==> config.mk <==
export PLATFORM = sky130hd
export DESIGN_NAME = rvfi_retire_tracer
export DESIGN_NICKNAME = d
export VERILOG_FILES = /design/src/rtl/rvfi_trace_pkg.sv /design/src/rtl/rvfi_rec_sanitise.sv /design/src/rtl/rvfi_retire_tracer.sv
export SDC_FILE = /design/constraint.sdc
export NUM_CORES = 1
export LEC_CHECK = 0
export CAP_MARGIN = 5
export CORE_AREA = 5 5 267 269
export DETAILED_ROUTE_END_ITERATION = 12
export DIE_AREA = 0 0 272 274
export SYNTH_ARGS = -nofsm -noshare
export SYNTH_HDL_FRONTEND = slang
export SYNTH_SLANG_ARGS = --single-unit
==> constraint.sdc <==
create_clock -name clock -period 3.32 [get_ports clock]
set_input_delay 0.498 -clock clock [delete_from_list [all_inputs] [get_ports clock]]
set_output_delay 0.498 -clock clock [all_outputs]
set_load 0.03 [all_outputs]
==> src/rtl/rvfi_trace_pkg.sv <==
// Shared types and helpers for the RVFI retirement tracer.
//   - rvfi_rec_t     : packed payload of one retirement record, all fields
//                      except rvfi_valid, rvfi_order and rvfi_intr.
//   - tracer_state_e : tracer FSM states.
//   - is_illegal()   : instruction-word legality test.
// The record widths are fixed at REC_XLEN/REC_ILEN.
// The tracer's XLEN/ILEN parameters must match them.
package rvfi_trace_pkg;

    localparam int REC_XLEN = 32;
    localparam int REC_ILEN = 32;

    // Every 32-bit (non-compressed) encoding has both low opcode bits set.
    localparam logic [1:0] OPC_LOW_BITS = 2'b11;

    typedef enum logic {
        RUN    = 1'b0,
        HALTED = 1'b1
    } tracer_state_e;

    typedef struct packed {
        logic [REC_ILEN-1:0]   insn;
        logic                  trap;
        logic                  halt;
        logic [4:0]            rs1_addr;
        logic [4:0]            rs2_addr;
        logic [4:0]            rd_addr;
        logic [REC_XLEN-1:0]   rs1_rdata;
        logic [REC_XLEN-1:0]   rs2_rdata;
        logic [REC_XLEN-1:0]   rd_wdata;
        logic [REC_XLEN-1:0]   pc_rdata;
        logic [REC_XLEN-1:0]   pc_wdata;
        logic [REC_XLEN-1:0]   mem_addr;
        logic [REC_XLEN-1:0]   mem_rdata;
        logic [REC_XLEN-1:0]   mem_wdata;
        logic [REC_XLEN/8-1:0] mem_rmask;
        logic [REC_XLEN/8-1:0] mem_wmask;
    } rvfi_rec_t;

    function automatic logic is_illegal(input logic [REC_ILEN-1:0] insn);
        return (insn == '0) || (insn[1:0] != OPC_LOW_BITS);
    endfunction

endpackage

==> src/rtl/rvfi_rec_sanitise.sv <==
// Combinational clean-up of one retirement record.
// The result satisfies the RVFI consistency checks by construction.
//   rec_i : raw record; rec_i.trap carries the core's trap flag.
//   rec_o : sanitised record.
// Rules, in priority order:
//   1. An illegal instruction traps, and its rd and memory masks are cleared.
//   2. Otherwise a core trap clears rd and the write mask.
//   3. Writes to x0 always report zero write data.
module rvfi_rec_sanitise
    import rvfi_trace_pkg::*;
(
    input  rvfi_rec_t rec_i,
    output rvfi_rec_t rec_o
);

    // NOTE: rec_o gets a full default before any conditional update, so no
    // path through the block leaves a field unassigned (no latch inferred).
    always_comb begin
        rec_o = rec_i;
        if (is_illegal(rec_i.insn)) begin
            rec_o.trap      = 1'b1;
            rec_o.rd_addr   = '0;
            rec_o.rd_wdata  = '0;
            rec_o.mem_wmask = '0;
            rec_o.mem_rmask = '0;
        end else if (rec_i.trap) begin
            rec_o.rd_addr   = '0;
            rec_o.rd_wdata  = '0;
            rec_o.mem_wmask = '0;
        end
        // Applied last so that it also covers an rd cleared above.
        if (rec_o.rd_addr == 5'd0) begin
            rec_o.rd_wdata = '0;
        end
    end

endmodule

==> src/rtl/rvfi_retire_tracer.sv <==
// Producer end of a single-channel (NRET=1) RVFI trace port.
// Inputs : clock, synchronous active-high reset, and the writeback-stage
//          retirement record ret_* with its ret_valid/ret_ready handshake.
// Outputs: the registered rvfi_* trace. rvfi_valid pulses for one cycle
//          after each accept; the payload holds its value in between.
// An accepted record with ret_halt set moves the tracer to HALTED.
// In HALTED the tracer accepts nothing more until reset.
module rvfi_retire_tracer
    import rvfi_trace_pkg::*;
#(
    parameter int XLEN    = 32,
    parameter int ILEN    = 32,
    parameter int ORDER_W = 64
) (
    input  logic                clock,
    input  logic                reset,

    input  logic                ret_valid,
    output logic                ret_ready,
    input  logic [ILEN-1:0]     ret_insn,
    input  logic [XLEN-1:0]     ret_pc,
    input  logic [XLEN-1:0]     ret_next_pc,
    input  logic [4:0]          ret_rs1_addr,
    input  logic [4:0]          ret_rs2_addr,
    input  logic [XLEN-1:0]     ret_rs1_rdata,
    input  logic [XLEN-1:0]     ret_rs2_rdata,
    input  logic [4:0]          ret_rd_addr,
    input  logic [XLEN-1:0]     ret_rd_wdata,
    input  logic [XLEN-1:0]     ret_mem_addr,
    input  logic [XLEN-1:0]     ret_mem_rdata,
    input  logic [XLEN-1:0]     ret_mem_wdata,
    input  logic [XLEN/8-1:0]   ret_mem_rmask,
    input  logic [XLEN/8-1:0]   ret_mem_wmask,
    input  logic                ret_trap,
    input  logic                ret_halt,

    output logic                rvfi_valid,
    output logic [ORDER_W-1:0]  rvfi_order,
    output logic [ILEN-1:0]     rvfi_insn,
    output logic                rvfi_trap,
    output logic                rvfi_halt,
    output logic                rvfi_intr,
    output logic [4:0]          rvfi_rs1_addr,
    output logic [4:0]          rvfi_rs2_addr,
    output logic [4:0]          rvfi_rd_addr,
    output logic [XLEN-1:0]     rvfi_rs1_rdata,
    output logic [XLEN-1:0]     rvfi_rs2_rdata,
    output logic [XLEN-1:0]     rvfi_rd_wdata,
    output logic [XLEN-1:0]     rvfi_pc_rdata,
    output logic [XLEN-1:0]     rvfi_pc_wdata,
    output logic [XLEN-1:0]     rvfi_mem_addr,
    output logic [XLEN-1:0]     rvfi_mem_rdata,
    output logic [XLEN-1:0]     rvfi_mem_wdata,
    output logic [XLEN/8-1:0]   rvfi_mem_rmask,
    output logic [XLEN/8-1:0]   rvfi_mem_wmask
);

    tracer_state_e      state_q, state_d;
    logic [ORDER_W-1:0] order_cnt_q, order_cnt_d;
    logic               intr_pending_q, intr_pending_d;
    logic               rvfi_valid_q, rvfi_valid_d;
    logic [ORDER_W-1:0] rvfi_order_q, rvfi_order_d;
    logic               rvfi_intr_q, rvfi_intr_d;
    rvfi_rec_t          rvfi_rec_q, rvfi_rec_d;

    rvfi_rec_t raw_rec;
    rvfi_rec_t clean_rec;
    logic      accept;

    always_comb begin
        raw_rec           = '0;
        raw_rec.insn      = ret_insn;
        raw_rec.trap      = ret_trap;
        raw_rec.halt      = ret_halt;
        raw_rec.rs1_addr  = ret_rs1_addr;
        raw_rec.rs2_addr  = ret_rs2_addr;
        raw_rec.rd_addr   = ret_rd_addr;
        raw_rec.rs1_rdata = ret_rs1_rdata;
        raw_rec.rs2_rdata = ret_rs2_rdata;
        raw_rec.rd_wdata  = ret_rd_wdata;
        raw_rec.pc_rdata  = ret_pc;
        raw_rec.pc_wdata  = ret_next_pc;
        raw_rec.mem_addr  = ret_mem_addr;
        raw_rec.mem_rdata = ret_mem_rdata;
        raw_rec.mem_wdata = ret_mem_wdata;
        raw_rec.mem_rmask = ret_mem_rmask;
        raw_rec.mem_wmask = ret_mem_wmask;
    end

    rvfi_rec_sanitise u_sanitise (
        .rec_i (raw_rec),
        .rec_o (clean_rec)
    );

    assign ret_ready = (state_q == RUN);
    assign accept    = ret_valid && ret_ready;

    always_comb begin
        state_d        = state_q;
        order_cnt_d    = order_cnt_q;
        intr_pending_d = intr_pending_q;
        rvfi_order_d   = rvfi_order_q;
        rvfi_intr_d    = rvfi_intr_q;
        rvfi_rec_d     = rvfi_rec_q;
        rvfi_valid_d   = accept;
        if (accept) begin
            rvfi_rec_d   = clean_rec;
            rvfi_order_d = order_cnt_q;
            order_cnt_d  = order_cnt_q + ORDER_W'(1);
            // The record after any trap is the handler entry. A trap on
            // that record re-arms the flag for the record after it.
            rvfi_intr_d    = intr_pending_q;
            intr_pending_d = clean_rec.trap;
            if (ret_halt) begin
                state_d = HALTED;
            end
        end
    end

    // NOTE: the payload register is reset along with the control flops
    // because the trace outputs must read zero straight after reset.
    always_ff @(posedge clock) begin
        if (reset) begin
            state_q        <= RUN;
            order_cnt_q    <= '0;
            intr_pending_q <= 1'b0;
            rvfi_valid_q   <= 1'b0;
            rvfi_order_q   <= '0;
            rvfi_intr_q    <= 1'b0;
            rvfi_rec_q     <= '0;
        end else begin
            state_q        <= state_d;
            order_cnt_q    <= order_cnt_d;
            intr_pending_q <= intr_pending_d;
            rvfi_valid_q   <= rvfi_valid_d;
            rvfi_order_q   <= rvfi_order_d;
            rvfi_intr_q    <= rvfi_intr_d;
            rvfi_rec_q     <= rvfi_rec_d;
        end
    end

    assign rvfi_valid     = rvfi_valid_q;
    assign rvfi_order     = rvfi_order_q;
    assign rvfi_intr      = rvfi_intr_q;
    assign rvfi_insn      = rvfi_rec_q.insn;
    assign rvfi_trap      = rvfi_rec_q.trap;
    assign rvfi_halt      = rvfi_rec_q.halt;
    assign rvfi_rs1_addr  = rvfi_rec_q.rs1_addr;
    assign rvfi_rs2_addr  = rvfi_rec_q.rs2_addr;
    assign rvfi_rd_addr   = rvfi_rec_q.rd_addr;
    assign rvfi_rs1_rdata = rvfi_rec_q.rs1_rdata;
    assign rvfi_rs2_rdata = rvfi_rec_q.rs2_rdata;
    assign rvfi_rd_wdata  = rvfi_rec_q.rd_wdata;
    assign rvfi_pc_rdata  = rvfi_rec_q.pc_rdata;
    assign rvfi_pc_wdata  = rvfi_rec_q.pc_wdata;
    assign rvfi_mem_addr  = rvfi_rec_q.mem_addr;
    assign rvfi_mem_rdata = rvfi_rec_q.mem_rdata;
    assign rvfi_mem_wdata = rvfi_rec_q.mem_wdata;
    assign rvfi_mem_rmask = rvfi_rec_q.mem_rmask;
    assign rvfi_mem_wmask = rvfi_rec_q.mem_wmask;

endmodule

Yosys cells after proc, flatten, opt, wreduce, memory -nomap -nowiden. Index checks and enable logic that the tools add are counted.

Input bits: 316. Bits in registers: 444. Word-level logic and storage cells: 38. Output and inout port bits: 380.

Reductions and logical operators: 5. Eq/ne operators: 1. Add/subtract/negate cells: 1. Bitwise gates (word level): 1. Mux-type cells: 9.

Operators with widths (number): $mux 32 (3); $add 64x1->64 const B (1); $logic_not 32->1 (1); $mux 4 (3); $mux 5 (2); $logic_not 5->1 (1); $ne 2x2->1 const B (1); $reduce_and 2->1 (1); $logic_and 1x1->1 (1); $logic_or 1x1->1 (1); $mux 1 (1); $not 1->1 (1).

Depth between registers and ports, before layout.
Depth in word-level cells: 5. Gate-level depth with buffers: 7. Gate-level depth less buffers: 6.

Cells and area by module. A second synthesis with hierarchy kept.

Cells, all modules: 2352. Area, all modules: 18475.2 um^2.

Modules (own cells, without submodules): rvfi_retire_tracer (cells each 2020, instances 1, seq. area each 8888.5 um^2, area an instance 15944.0 um^2); rvfi_rec_sanitise (cells each 332, instances 1, seq. area each 0.0 um^2, area an instance 2531.2 um^2).

Least setup slack after synthesis. OpenSTA, ideal clock, no wires.

Kind: flip-flop to flip-flop. Start: register order_cnt_q[33]. End: register order_cnt_q[56]. Setup slack: 0.876 ns. Arrival time: 2.373 ns. Data required time: 3.250 ns. Stages on the path, launching flop included: 7. Setup time: 0.070 ns. Buffers on the path: 1. Clock period less this slack: 2.444 ns. Path through: dfxtp_1 > nand4_2 > or4_4 > or4_4 > buf_6 > or4_1 > a21oi_1.

Longest elaborated chain between the ends: 1.

Ends and longest elaborated chain: from (decl) (line rvfi_retire_tracer.sv:59) `logic [ORDER_W-1:0] order_cnt_q, order_cnt_d;`; from (signal assigned) (line rvfi_retire_tracer.sv:133) `order_cnt_q <= order_cnt_d;`; $add 64x1->64 (line rvfi_retire_tracer.sv:109) `order_cnt_d = order_cnt_q + ORDER_W'(1);`.

No other way between the ends. A chain may end at the register's enable or synchronous reset.

Worst setup path in the final report.
Start: register order_cnt_q[33]. End: register order_cnt_q[61].

Same word-level chain as after synthesis.

==> results.sh <==
export IMPL_dieHeight_um=274
export IMPL_startpoint_type="register"
export IMPL_synth_seq_area_share_pct=56.3
export IMPL_p_switching_mw=3.52
export IMPL_cp_max_fo=24
export IMPL_vias=15800
export IMPL_clockRootBuffer="clkbuf_16"
export IMPL_cts_clk_slew_worst_paths_ps=60
export IMPL_ir_worst_vdd_mv=0.379
export IMPL_fp_row_count=96
export IMPL_cts_inserted_buffers=52
export IMPL_ant_nets=0
export IMPL_setup_viol=0
export IMPL_drc=0
export IMPL_grt_antenna_before_repair=8
export IMPL_cp_cell_sequence="nand4_2 -> or4_4 -> or4_4 -> or4_1 -> a21oi_1"
export IMPL_start_util_pct=23.1
export IMPL_r2r_slack_ps=640
export IMPL_synthToLayoutAreaGrowth_pct=62.4
export IMPL_grt_max_degree=101
export IMPL_cts_setup_buffers=0
export IMPL_ctsHtreeMaxLevel=2
export IMPL_grt_total_usage_pct=15.5
export IMPL_synth_largest_area_cell="dfxtp_1"
export IMPL_die_area_um2=74500
export IMPL_fin_crit_ps=2680
export IMPL_synth_top_area_share_pct=56.3
export IMPL_final_max_slew_viol_count=0
export IMPL_fin_area_um2=25600
export IMPL_crit_type="reg -> reg"
export IMPL_final_common_cell="clkdlybuf4s50_1"
export IMPL_drive_gt1_share_pct=5.05
export IMPL_routed_wl_um=62800
export IMPL_placed_area_um2=23900
export IMPL_critPathMaxStageDelay_ps=680
export IMPL_p_int_mw=9.90
export IMPL_outcome="completed"
export IMPL_p_seq_share_pct=42.1
export IMPL_cts_tree="yes"
export IMPL_required_ps=3830
export IMPL_first_iter_violations=877
export IMPL_coreArea_um2=68300
export IMPL_cts_max_path_buffers=3
export IMPL_endpoint_kind="register"
export IMPL_vias_per_cell=4.45
export IMPL_fin_crit_sh_pct=80.6
export IMPL_clkLatencyLatePin_ps=590
export IMPL_pwr_share_clk_pct=43.7
export IMPL_arrival_ps=3190
export IMPL_postSynthNetCount=2278
export IMPL_p_leak_nw=9.04
export IMPL_synth_cell_type_count=30
export IMPL_fillers=7024
export IMPL_worst_slew_pin_slew_ps=860
export IMPL_ys_warn_count=0
export IMPL_syn_avg_cell_area_um2=8.05
export IMPL_io_pins=696
export IMPL_ctsResizeCount=0
export IMPL_netlist_area_um2=15800
export IMPL_hold_path_class="in -> reg"
export IMPL_wire_per_inst_um=17.7
export IMPL_dr_pass1_iters=5
export IMPL_p_comb_share_pct=14.2
export IMPL_cap_violations=0
export IMPL_fmax_mhz=374
export IMPL_mostFrequentLayoutCells="694 x clkdlybuf4s50_1, 690 x nand2_1, 444 x dfxtp_1, 363 x a21oi_1, 88 x nor2_1"
export IMPL_grt_pass1_wl_um=91500
export IMPL_p_sw_share_pct=26.2
export IMPL_crit_path_top_delay_cell="or4_4"
export IMPL_rsz0062_at_grt="no"
export IMPL_max_slew_margin_rel_pct=42.7
export IMPL_cpMostUsedCell="or4_4"
export IMPL_finalSetupTns_ps=0
export IMPL_io_buffers=695
export IMPL_grt_pass1_vias=14900
export IMPL_synthCells=1961
export IMPL_hpwlAfterDp_um=46000
export IMPL_ys_ff_latch=444
export IMPL_finClkSkew_ps=18.8
export IMPL_gp_congestion=0.828
export IMPL_holdBufCountCts=0
export IMPL_clock_sinks=444
export IMPL_p_per_area_nw_per_um2=523
export IMPL_die_w_um=272
export IMPL_hold_viol=0
export IMPL_nNetsFinal=2930
export IMPL_synthTopCellsByArea="dfxtp_1 56%, nand2_1 16%, a21oi_1 12%"
export IMPL_overflow=0
metal layers:
metal	vias up	wire length, µm	global-route usage, %
met2	521	30000	25.9
met4	2	1870	5.28
met3	104	5140	5.08
li1	7834	-	-
met1	7308	25800	18.8
met5	-	13	0
cells in the mapped netlist, drive strengths merged:
cell	count
xor2	28
xnor2	6
inv	6
a22oi	45
clkbuf	133
and2	4
dfxtp	444
o21a	1
and4	3
buf	7
and3	6
a21oi	363
nand3	30
or2	1
nor2	88
nand2	690
nor3	6
or3	12
ha	1
nor2b	2
nor4	8
o21ai	9
nand4b	1
nand4	23
o31ai	20
or4	23
nand2b	1
power groups by stage:
| stage | clock [mW] | sequential [mW] | combinational [mW] |
|---|---|---|---|
| after floorplan | 0 | 6.16 | 0.467 |
| final | 5.87 | 5.65 | 1.90 |
| after CTS | 6.05 | 5.65 | 1.92 |
| after global placement | 0 | 5.76 | 1.92 |
| after global routing | 6.27 | 5.67 | 2.02 |
| after detailed placement | 0 | 5.77 | 1.91 |
worst paths after layout:
check                        start               end  depth (start not counted)
setup / recovery   order_cnt_q[33]   order_cnt_q[61]                          5
setup reg to reg   order_cnt_q[33]   order_cnt_q[61]                          5
hold reg to reg   rvfi_rs2_addr[0]  rvfi_rs2_addr[0]                          2
hold / removal     ret_rs2_addr[2]  rvfi_rs2_addr[2]                          3
logic make-up (layout without fill, tap and decap cells):
family,Yosys count,in the layout,synth area share (%)
DFF,444,444,56.3
other,0,7,0
xor gates and xnor gates,34,34,1.89
adders and majority gates,1,1,0.0792
buffers and inverters,146,839,3.52
and+or+nand+nor,898,898,23.3
AOI/OAI and AO/OA,438,438,14.9
metrics by stage:
step                total power [mW]  cells  utilization [%]  setup slack [ps]  hold slack, ps
floorplan                       6.62   1961                -               876             440
global placement                7.67   3441             34.9               387             441
detailed placement              7.68   3441             34.9               358             445
CTS                             13.6   3536             37.5               658             400
global route                    14.0   3541             37.5               451             420
finish                          13.4   3543             37.5               645             449
area by class of cell:
| cell class | instances | area, µm² | share of cell area (%) |
|---|---|---|---|
| well taps | 882 | 1100 | 4.30 |
| flip-flops and latches | 444 | 8890 | 34.7 |
| clock inverters | 17 | 213 | 0.830 |
| repair buffers | 738 | 7480 | 29.2 |
| clock buffers | 78 | 1540 | 6.01 |
| multi-input cells | 1371 | 6370 | 24.9 |
| inverters | 6 | 22.5 | 0.0878 |
| diodes | 7 | 17.5 | 0.0683 |
critical path, delay by kind of cell (launching register included):
family	cells	cell delay, ps
AO/OA/AOI/OAI	1	150
flip-flops	1	430
AND/OR/NAND/NOR	4	2020
Power figures use the tool's default switching activity.
